File: src/rtl/pipeline_stall_ctrl_pkg.sv
// Shared types and constants for the pipeline stall/flush sequencer.
// STALL_PERF_COUNTERS_EN enables the optional performance counters.
package pipeline_stall_ctrl_pkg;

    typedef enum logic [1:0] {
        RUN      = 2'd0,
        MEM_WAIT = 2'd1,
        DRAIN    = 2'd2,
        HALTED   = 2'd3
    } ctrlState_e;

    localparam int DEFAULT_DRAIN_CYCLES = 3;
    localparam int DEFAULT_MEM_TIMEOUT  = 255;
    localparam int PERF_CNT_W           = 32;

    // Saturating increment used by the event counters.
    function automatic logic [PERF_CNT_W-1:0] satInc(
        input logic [PERF_CNT_W-1:0] value,
        input logic                  enable
    );
        if (enable && (value != {PERF_CNT_W{1'b1}})) begin
            return value + {{(PERF_CNT_W-1){1'b0}}, 1'b1};
        end else begin
            return value;
        end
    endfunction

endpackage

File: src/rtl/pipeline_stall_ctrl_if.sv
// Hazard/handshake inputs and per-stage control outputs of the stall sequencer.
// The controller uses the slave modport; the pipeline side uses master.
interface pipeline_stall_ctrl_if;
    logic load_use_stall;
    logic branch_takenD;
    logic halt_instrD;
    logic mem_reqM;
    logic mem_readyM;
    logic pc_enable;
    logic ifid_enable;
    logic ifid_flush;
    logic idex_ctrl_sel;
    logic exmem_enable;
    logic memwb_enable;
    logic halted;
    logic mem_error;

    modport slave (
        input  load_use_stall, branch_takenD, halt_instrD, mem_reqM, mem_readyM,
        output pc_enable, ifid_enable, ifid_flush, idex_ctrl_sel,
               exmem_enable, memwb_enable, halted, mem_error
    );

    modport master (
        output load_use_stall, branch_takenD, halt_instrD, mem_reqM, mem_readyM,
        input  pc_enable, ifid_enable, ifid_flush, idex_ctrl_sel,
               exmem_enable, memwb_enable, halted, mem_error
    );
endinterface

File: src/rtl/pipeline_stall_ctrl_perf_counters.sv
// Saturating stall/flush/memory-wait event counters, present only when
// STALL_PERF_COUNTERS_EN is defined.
`ifdef STALL_PERF_COUNTERS_EN
module stall_perf_counters
    import pipeline_stall_ctrl_pkg::*;
(
    input  logic                  CLK,
    input  logic                  reset,
    input  logic                  freeze,
    input  logic                  stallEvt,
    input  logic                  flushEvt,
    input  logic                  memWaitEvt,
    output logic [PERF_CNT_W-1:0] stall_cycles,
    output logic [PERF_CNT_W-1:0] flush_count,
    output logic [PERF_CNT_W-1:0] mem_wait_cycles
);

    // Event counters: cleared by reset, held while the pipeline is halted.
    always_ff @(posedge CLK) begin
        if (reset) begin
            stall_cycles    <= {PERF_CNT_W{1'b0}};
            flush_count     <= {PERF_CNT_W{1'b0}};
            mem_wait_cycles <= {PERF_CNT_W{1'b0}};
        end else if (freeze) begin
            stall_cycles    <= stall_cycles;
            flush_count     <= flush_count;
            mem_wait_cycles <= mem_wait_cycles;
        end else begin
            stall_cycles    <= satInc(stall_cycles, stallEvt);
            flush_count     <= satInc(flush_count, flushEvt);
            mem_wait_cycles <= satInc(mem_wait_cycles, memWaitEvt);
        end
    end

endmodule
`endif

File: src/rtl/pipeline_stall_ctrl.sv
// Prioritized stall/flush/bubble sequencer with halt drain and memory timeout.
// Define STALL_PERF_COUNTERS_EN to add the stall/flush/mem-wait counters.
module pipeline_stall_ctrl
    import pipeline_stall_ctrl_pkg::*;
#(
    parameter int DRAIN_CYCLES = DEFAULT_DRAIN_CYCLES,
    parameter int MEM_TIMEOUT  = DEFAULT_MEM_TIMEOUT
) (
    input  logic                  CLK,
    input  logic                  reset,
    pipeline_stall_ctrl_if.slave  bus
`ifdef STALL_PERF_COUNTERS_EN
    ,
    output logic [PERF_CNT_W-1:0] stall_cycles,
    output logic [PERF_CNT_W-1:0] flush_count,
    output logic [PERF_CNT_W-1:0] mem_wait_cycles
`endif
);

    localparam int DRAIN_W = $clog2(DRAIN_CYCLES + 1);
    localparam int WAIT_W  = $clog2(MEM_TIMEOUT + 1);
    localparam logic [DRAIN_W-1:0] DRAIN_LOAD  = DRAIN_W'(DRAIN_CYCLES);
    localparam logic [DRAIN_W-1:0] DRAIN_ONE   = DRAIN_W'(1);
    localparam logic [WAIT_W:0]    TIMEOUT_CMP = (WAIT_W + 1)'(MEM_TIMEOUT);
    localparam logic [WAIT_W:0]    WAIT_ONE    = (WAIT_W + 1)'(1);

    ctrlState_e         state_r, nextState_s;
    logic [DRAIN_W-1:0] drainCnt_r, nextDrain_s;
    logic [WAIT_W-1:0]  waitCnt_r, nextWait_s;
    logic [WAIT_W:0]    waitInc_s;
    logic               memErr_r, nextErr_s;
    logic               memStall_s;
    logic pcEn_s, ifidEn_s, flush_s, idexSel_s, exmemEn_s, memwbEn_s, halted_s, memErrOut_s;

    assign memStall_s = bus.mem_reqM & ~bus.mem_readyM;
    assign waitInc_s  = {1'b0, waitCnt_r} + WAIT_ONE;

    // Next-state and stage controls, resolved in priority order.
    always_comb begin
        pcEn_s      = 1'b1;
        ifidEn_s    = 1'b1;
        flush_s     = 1'b0;
        idexSel_s   = 1'b1;
        exmemEn_s   = 1'b1;
        memwbEn_s   = 1'b1;
        halted_s    = 1'b0;
        memErrOut_s = memErr_r;
        nextState_s = state_r;
        nextDrain_s = drainCnt_r;
        nextWait_s  = {WAIT_W{1'b0}};
        nextErr_s   = memErr_r;
        if (reset) begin
            pcEn_s      = 1'b0;
            ifidEn_s    = 1'b0;
            idexSel_s   = 1'b0;
            exmemEn_s   = 1'b0;
            memwbEn_s   = 1'b0;
            memErrOut_s = 1'b0;
        end else if (state_r == HALTED) begin
            pcEn_s    = 1'b0;
            ifidEn_s  = 1'b0;
            idexSel_s = 1'b0;
            exmemEn_s = 1'b0;
            memwbEn_s = 1'b0;
            halted_s  = 1'b1;
        end else if (memStall_s) begin
            pcEn_s    = 1'b0;
            ifidEn_s  = 1'b0;
            exmemEn_s = 1'b0;
            memwbEn_s = 1'b0;
            if (waitInc_s == TIMEOUT_CMP) begin
                nextErr_s   = 1'b1;
                nextState_s = HALTED;
            end else begin
                nextWait_s  = waitInc_s[WAIT_W-1:0];
                nextState_s = (state_r == DRAIN) ? DRAIN : MEM_WAIT;
            end
        end else if (state_r == DRAIN) begin
            pcEn_s      = 1'b0;
            ifidEn_s    = 1'b0;
            idexSel_s   = 1'b0;
            nextDrain_s = drainCnt_r - DRAIN_ONE;
            nextState_s = (drainCnt_r == DRAIN_ONE) ? HALTED : DRAIN;
        end else if (bus.load_use_stall) begin
            // Branch and halt are deliberately ignored until the stall clears.
            pcEn_s      = 1'b0;
            ifidEn_s    = 1'b0;
            idexSel_s   = 1'b0;
            nextState_s = RUN;
        end else if (bus.halt_instrD) begin
            pcEn_s      = 1'b0;
            flush_s     = 1'b1;
            nextDrain_s = DRAIN_LOAD;
            nextState_s = DRAIN;
        end else if (bus.branch_takenD) begin
            flush_s     = 1'b1;
            nextState_s = RUN;
        end else begin
            nextState_s = RUN;
        end
    end

    // Sequencer state, drain/wait counters and sticky memory error.
    always_ff @(posedge CLK) begin
        if (reset) begin
            state_r    <= RUN;
            drainCnt_r <= {DRAIN_W{1'b0}};
            waitCnt_r  <= {WAIT_W{1'b0}};
            memErr_r   <= 1'b0;
        end else begin
            state_r    <= nextState_s;
            drainCnt_r <= nextDrain_s;
            waitCnt_r  <= nextWait_s;
            memErr_r   <= nextErr_s;
        end
    end

    assign bus.pc_enable     = pcEn_s;
    assign bus.ifid_enable   = ifidEn_s;
    assign bus.ifid_flush    = flush_s;
    assign bus.idex_ctrl_sel = idexSel_s;
    assign bus.exmem_enable  = exmemEn_s;
    assign bus.memwb_enable  = memwbEn_s;
    assign bus.halted        = halted_s;
    assign bus.mem_error     = memErrOut_s;

`ifdef STALL_PERF_COUNTERS_EN
    logic stallEvt_s, memWaitEvt_s, frozen_s;

    assign frozen_s     = (state_r == HALTED);
    assign stallEvt_s   = ~reset & ((state_r == RUN) | (state_r == MEM_WAIT))
                          & ~memStall_s & bus.load_use_stall;
    assign memWaitEvt_s = ~reset & ~frozen_s & memStall_s;

    stall_perf_counters u_perf (
        .CLK             (CLK),
        .reset           (reset),
        .freeze          (frozen_s),
        .stallEvt        (stallEvt_s),
        .flushEvt        (flush_s),
        .memWaitEvt      (memWaitEvt_s),
        .stall_cycles    (stall_cycles),
        .flush_count     (flush_count),
        .mem_wait_cycles (mem_wait_cycles)
    );
`endif

endmodule

File: src/flat_wrapper.sv
// flat-port wrapper written by rule: the top's interface ports become plain ports
module pipeline_stall_ctrl_flat import pipeline_stall_ctrl_pkg::*;
#(
    parameter int DRAIN_CYCLES = DEFAULT_DRAIN_CYCLES,
    parameter int MEM_TIMEOUT  = DEFAULT_MEM_TIMEOUT
)
  (CLK, reset, bus_load_use_stall, bus_branch_takenD, bus_halt_instrD, bus_mem_reqM, bus_mem_readyM, bus_pc_enable, bus_ifid_enable, bus_ifid_flush, bus_idex_ctrl_sel, bus_exmem_enable, bus_memwb_enable, bus_halted, bus_mem_error);
  pipeline_stall_ctrl_if bus_i ();
  input  logic CLK;
  input  logic reset;
  input wire logic [$bits(bus_i.load_use_stall)-1:0] bus_load_use_stall;
  input wire logic [$bits(bus_i.branch_takenD)-1:0] bus_branch_takenD;
  input wire logic [$bits(bus_i.halt_instrD)-1:0] bus_halt_instrD;
  input wire logic [$bits(bus_i.mem_reqM)-1:0] bus_mem_reqM;
  input wire logic [$bits(bus_i.mem_readyM)-1:0] bus_mem_readyM;
  output wire logic [$bits(bus_i.pc_enable)-1:0] bus_pc_enable;
  output wire logic [$bits(bus_i.ifid_enable)-1:0] bus_ifid_enable;
  output wire logic [$bits(bus_i.ifid_flush)-1:0] bus_ifid_flush;
  output wire logic [$bits(bus_i.idex_ctrl_sel)-1:0] bus_idex_ctrl_sel;
  output wire logic [$bits(bus_i.exmem_enable)-1:0] bus_exmem_enable;
  output wire logic [$bits(bus_i.memwb_enable)-1:0] bus_memwb_enable;
  output wire logic [$bits(bus_i.halted)-1:0] bus_halted;
  output wire logic [$bits(bus_i.mem_error)-1:0] bus_mem_error;
  assign bus_i.load_use_stall = bus_load_use_stall;
  assign bus_i.branch_takenD = bus_branch_takenD;
  assign bus_i.halt_instrD = bus_halt_instrD;
  assign bus_i.mem_reqM = bus_mem_reqM;
  assign bus_i.mem_readyM = bus_mem_readyM;
  assign bus_pc_enable = bus_i.pc_enable;
  assign bus_ifid_enable = bus_i.ifid_enable;
  assign bus_ifid_flush = bus_i.ifid_flush;
  assign bus_idex_ctrl_sel = bus_i.idex_ctrl_sel;
  assign bus_exmem_enable = bus_i.exmem_enable;
  assign bus_memwb_enable = bus_i.memwb_enable;
  assign bus_halted = bus_i.halted;
  assign bus_mem_error = bus_i.mem_error;
  pipeline_stall_ctrl #(.DRAIN_CYCLES(DRAIN_CYCLES), .MEM_TIMEOUT(MEM_TIMEOUT)) u_core (.CLK(CLK), .reset(reset), .bus(bus_i));
endmodule
File: config.mk
export PLATFORM = sky130hd
export DESIGN_NAME = pipeline_stall_ctrl_flat
export DESIGN_NICKNAME = d
export VERILOG_FILES = /design/src/rtl/pipeline_stall_ctrl_pkg.sv /design/src/rtl/pipeline_stall_ctrl_if.sv /design/src/rtl/pipeline_stall_ctrl_perf_counters.sv /design/src/rtl/pipeline_stall_ctrl.sv /design/src/flat_wrapper.sv
export SDC_FILE = /design/constraint.sdc
export NUM_CORES = 1
export LEC_CHECK = 0
export CAP_MARGIN = 20
export CORE_MARGIN = 1
export CORE_UTILIZATION = 53
export CTS_CLUSTER_SIZE = 8
export DETAILED_ROUTE_END_ITERATION = 10
export GPL_TIMING_DRIVEN = 0
export PLACE_DENSITY = 0.77
export REMOVE_ABC_BUFFERS = 1
export SETUP_SLACK_MARGIN = 0.1
export SLEW_MARGIN = 10
export SYNTH_ARGS = -nofsm -noshare
export SYNTH_HDL_FRONTEND = slang
export SYNTH_HIERARCHICAL = 1
export SYNTH_SLANG_ARGS = --single-unit
File: constraint.sdc
create_clock -name CLK -period 2.76 [get_ports CLK]
set_input_delay 0.828 -clock CLK [delete_from_list [all_inputs] [get_ports CLK]]
set_output_delay 0.828 -clock CLK [all_outputs]
set_load 0.005 [all_outputs]
======== After elaboration in Yosys (flattened, before gate mapping) ========
Cells that the tools add are included.
operators by class
  $add $sub $neg .......................... 2
  equality and inequality tests ........... 5
  muxes and demuxes ....................... 37
  bitwise gates (word level) .............. 4
  reductions and logical operators ........ 4
operator list
  operator                                           number
  two-way mux 1 bit                                  28
  two-way mux 2 bit                                  9
  adder 8 x 1 -> 9 bit (second input constant)       1
  == test 9 x 8 -> 1 bit (second input constant)     1
  == test 2 bit (second input constant)              2
  AND reduction 4 bit                                1
  OR reduction 4 bit                                 1
  inverter 1 bit                                     3
  AND reduction 3 bit                                1
  == test 2 x 1 -> 1 bit (second input constant)     1
  != test 2 x 1 -> 1 bit (second input constant)     1
  nonzero test 2 bit                                 1
  subtractor 2 x 1 -> 2 bit (second input constant)  1
  AND 1 bit                                          1
word-level totals
  register bits after elaboration ......... 13
  input bits .............................. 7

======== Longest topological paths before layout ========
  word-level depth ........................ 7
  mapped depth ............................ 6
  mapped depth without buffers ............ 6

======== Least setup slack after synthesis ========
No wires, ideal clock.
  path type ............................... input -> output
  from .................................... input bus_mem_readyM
  to ...................................... output bus_ifid_flush
  arrival ................................. 1.598 ns
  slack ................................... 0.334 ns
  cell stages on the path ................. 3
  path buffers ............................ 0
  cells stage by stage .................... and2b_1 > or4_1 > nor2_1
between the ends
  longest elaborated chain between the ends .. 5
ends and longest elaborated chain
  what               line                       RTL
  from (decl)        flat_wrapper.sv:15         input wire logic [$bits(bus_i.mem_readyM)-1:0] bus_mem_readyM;
  inverter 1 bit     pipeline_stall_ctrl.sv:35  assign memStall_s = bus.mem_reqM & ~bus.mem_readyM;
  AND 1 bit          pipeline_stall_ctrl.sv:35
  two-way mux 1 bit  pipeline_stall_ctrl.sv:66  end else if (memStall_s) begin
  two-way mux 1 bit  pipeline_stall_ctrl.sv:59  end else if (state_r == HALTED) begin
  two-way mux 1 bit  pipeline_stall_ctrl.sv:52  if (reset) begin
  to (decl)          flat_wrapper.sv:18         output wire logic [$bits(bus_i.ifid_flush)-1:0] bus_ifid_flush;
Every way passes these cells.

======== Worst setup path after layout ========
  from .................................... input reset
  to ...................................... output bus_exmem_enable
between the ends
  longest elaborated chain between the ends .. 1
ends and longest elaborated chain
  what               line                       RTL
  from (decl)        flat_wrapper.sv:10         input logic reset;
  two-way mux 1 bit  pipeline_stall_ctrl.sv:52
  to (decl)          flat_wrapper.sv:20         output wire logic [$bits(bus_i.exmem_enable)-1:0] bus_exmem_enable;
Every way passes these cells.

==> flow_summary.json <==
{
  "status": "finished, final reports clean",
  "seqPwrFrac_pct": 53.4,
  "worstMarginPinSlew_ns": 0.449,
  "ys_seq_elements": 13,
  "cp_cell_sequence": "buf_2 -> a21oi_4 -> and2_4 -> clkdlybuf4s50_1",
  "area_delta_synth_final_pct": 25.2,
  "final_hold_viol_count": 0,
  "p_per_area_mw_per_mm2": 388,
  "insertion_delay_ns": 0.28,
  "grt_use_met1_pct": 31.5,
  "dp_slack_ns": -0.707,
  "num_vias": 669,
  "syn_inst": 89,
  "clk_path_buf_depth": 2,
  "worstPathArrival_ns": 1.80,
  "port_buffers": 14,
  "globalRouteMet2Util_pct": 38.3,
  "cts_root_buf": "clkbuf_4",
  "antenna_left": 0,
  "numCtsBuffers": 3,
  "crit_type": "in2out",
  "setup_viol": 0,
  "p_comb_share_pct": 14.9,
  "rows": 13,
  "gp_congestion": 0.754,
  "grt_pass1_wl_mm": 2.57,
  "period_share_pct": 95.1,
  "dpl.cell_count": 115,
  "crit_path_max_incr_delay_ns": 0.50,
  "syn_area_sq_um": 774,
  "ys_types": 38,
  "slew_headroom_pct": 70.1,
  "multi_input_area_sq_um": 518,
  "worstPathMaxFanout": 10,
  "period_minus_slack_ns": 2.62,
  "worst_slack_ns": 0.135,
  "fillCellCount": 97,
  "fp.dieW_microns": 40.2,
  "top_usage_layer": "met2",
  "critPathLaunchType": "input pin",
  "cts_sinks": 13,
  "start_util_pct": 58.1,
  "drc": 0,
  "n_antenna_cell": 0,
  "p_int_w": 0.000280,
  "power.share.clock_pct": 31.7,
  "antenna_found_initial": 0,
  "avgSynthCellArea_sq_um": 8.70,
  "finalPower_w": 0.000376,
  "maxCapViolCount": 0,
  "fin_skew_ns": 0.00315,
  "io_pins": 15,
  "grtUsageMet3_pct": 5.00,
  "wirelength_mm": 1.69,
  "fmax_mhz": 381,
  "switchingPower_w": 0.0000969,
  "cp.required_ns": 1.93,
  "dp_hpwl_mm": 1.11,
  "grt_pass1_vias": 595,
  "cts_tree": "done",
  "synth_area_leaders": "dfxtp_1 34%, nor3_1 5.8%, ha_1 4.8%",
  "rsz0062_at_grt": "false",
  "slew_viol_final": 0,
  "synth_top_cell_by_area": "dfxtp_1",
  "via_per_inst": 5.53,
  "stdcell_count": 121,
  "detail_route.wl_per_cell_microns": 14.0,
  "grt_usage_pct": 24.4,
  "vdd.ir_drop.worst_mv": 0.245,
  "crit_slowest_cell": "clkdlybuf4s50_1",
  "p_leak_nw": 0.372,
  "clk_pin_slew_worst_paths_ns": 0.08,
  "hp-class": "reg2reg",
  "yosys_warnings": 6,
  "gr-total-overflow": 0,
  "drive_above_1_share_pct": 25.5,
  "hold_buffers": 0,
  "end_kind": "output port",
  "grt_max_degree": 11,
  "drt_iter0_markers": 14,
  "swShare_pct": 25.7,
  "die_area_sq_mm": 0.00162,
  "coreArea_sq_mm": 0.00133,
  "synth_top_area_share_pct": 33.6,
  "htree_levels": 1,
  "yosysSeqAreaShare_pct": 33.6,
  "dieHeight_microns": 40.2,
  "drtPass1Iterations": 2,
  "nets": 117,
  "seqCellArea_sq_um": 260,
  "setup_tns_ns": 0
}
[cells by family after synthesis]
family,share of synthesized area [%]
AO/OA/AOI/OAI,15.2
multiplexers,1.45
adder cells (fa/ha/maj),4.85
XOR/XNOR,7.92
AND/OR/NAND/NOR,32.0
buffers and inverters,5.01
flip-flops,33.6
[path summary, 6_finish.rpt]
| kind | slack (ns) | startpoint | end | depth (start not counted) |
|---|---|---|---|---|
| worst max-delay path | 0.14 | reset | bus_exmem_enable | 4 |
| worst min-delay path | 0.51 | u_core/drainCnt_r[0] | u_core/drainCnt_r[0] | 2 |
| worst max register to register | 0.68 | u_core/waitCnt_r[0] | u_core/state_r[0] | 6 |
| worst min register to register | 0.51 | u_core/drainCnt_r[0] | u_core/drainCnt_r[0] | 2 |
[cell usage in the layout, fill, tap and decap left out, types with 2 or more instances in the layout]
| cell | n |
|---|---|
| a21oi_1 | 3 |
| and4b_1 | 2 |
| buf_2 | 4 |
| buf_4 | 2 |
| buf_6 | 2 |
| clkbuf_4 | 3 |
| clkdlybuf4s50_1 | 6 |
| dfxtp_1 | 13 |
| ha_1 | 3 |
| inv_1 | 3 |
| nand2_1 | 4 |
| nand2b_1 | 2 |
| nor2_1 | 6 |
| nor2_2 | 2 |
| nor2b_1 | 2 |
| nor3_1 | 9 |
| o21ai_0 | 3 |
| xnor2_1 | 3 |
| xor2_1 | 4 |
[worst max-delay path, delay by kind of cell]
| family | cells | cell delay [ns] |
|---|---|---|
| buf+inv | 2 | 0.67 |
| simple gates | 1 | 0.16 |
| compound gates | 1 | 0.14 |
[registers in the layout (all words and copies together), names as in the netlist]
signal	count
u_core/memErr_r	1
u_core/state_r	2
u_core/drainCnt_r	2
u_core/waitCnt_r	8
[cell usage after synthesis]
cell type,count
buf_4,1
a21oi_1,4
nand2b_1,3
nand3_2,1
nand2_1,5
a32oi_1,1
nor2_1,8
o31ai_1,1
nand4_1,1
and2b_1,2
buf_2,1
nor3_1,9
a21o_2,1
buf_6,1
xor2_1,4
o31a_1,1
o32ai_1,1
mux2_2,1
ha_1,3
or3b_1,1
and3_4,1
and4_2,1
nor3_4,1
o21ai_0,3
inv_1,4
or4_1,1
o21a_1,1
and4b_1,2
a221oi_1,1
nand3_1,1
a22oi_1,1
or3_1,1
dfxtp_1,13
nor2b_1,2
a31o_1,1
and2_1,1
xnor2_1,3
a21boi_0,1
[per-layer routing]
| metal | wire (microns) | vias up | share of wire [%] |
|---|---|---|---|
| met5 | 0 | - | 0 |
| met4 | 0 | 0 | 0 |
| li1 | - | 357 | - |
| met2 | 814 | 10 | 48 |
| met1 | 828 | 302 | 49 |
| met3 | 49 | 0 | 2.9 |
[cell type report]
type                       count  area share [%]
multi-input combinational     69            53.4
inverter                       4            1.55
timing repair buffer          16            13.5
sequential                    13            26.8
tap                           15            1.94
clock buffer                   4            2.71
[metrics by stage]
stage / area, sq um / util, % / hold slack (ns)
after global routing: 970 / 72.7 / 0.549
after floorplan: 751 / - / 0.461
after CTS: 966 / 72.4 / 0.514
after global placement: 910 / 68.2 / 0.486
final: 970 / 72.7 / 0.511
after detailed placement: 910 / 68.2 / 0.500
[power groups by stage]
stage / Sequential [W] / Combinational, W / Clock, W
2_1_floorplan: 0.000202 / 0.0000240 / 0
3_3_place_gp: 0.000204 / 0.0000491 / 0
3_5_place_dp: 0.000204 / 0.0000502 / 0
4_1_cts: 0.000201 / 0.0000543 / 0.000125
5_1_grt: 0.000202 / 0.0000619 / 0.000132
6_report: 0.000201 / 0.0000560 / 0.000119
[what timing repair did]
action	CTS	global route
pin swaps	3	2
endpoints found under the setup margin	8	4
gates resized for setup	37	5
setup buffers	2	0
(Power assumes the default switching activity.)
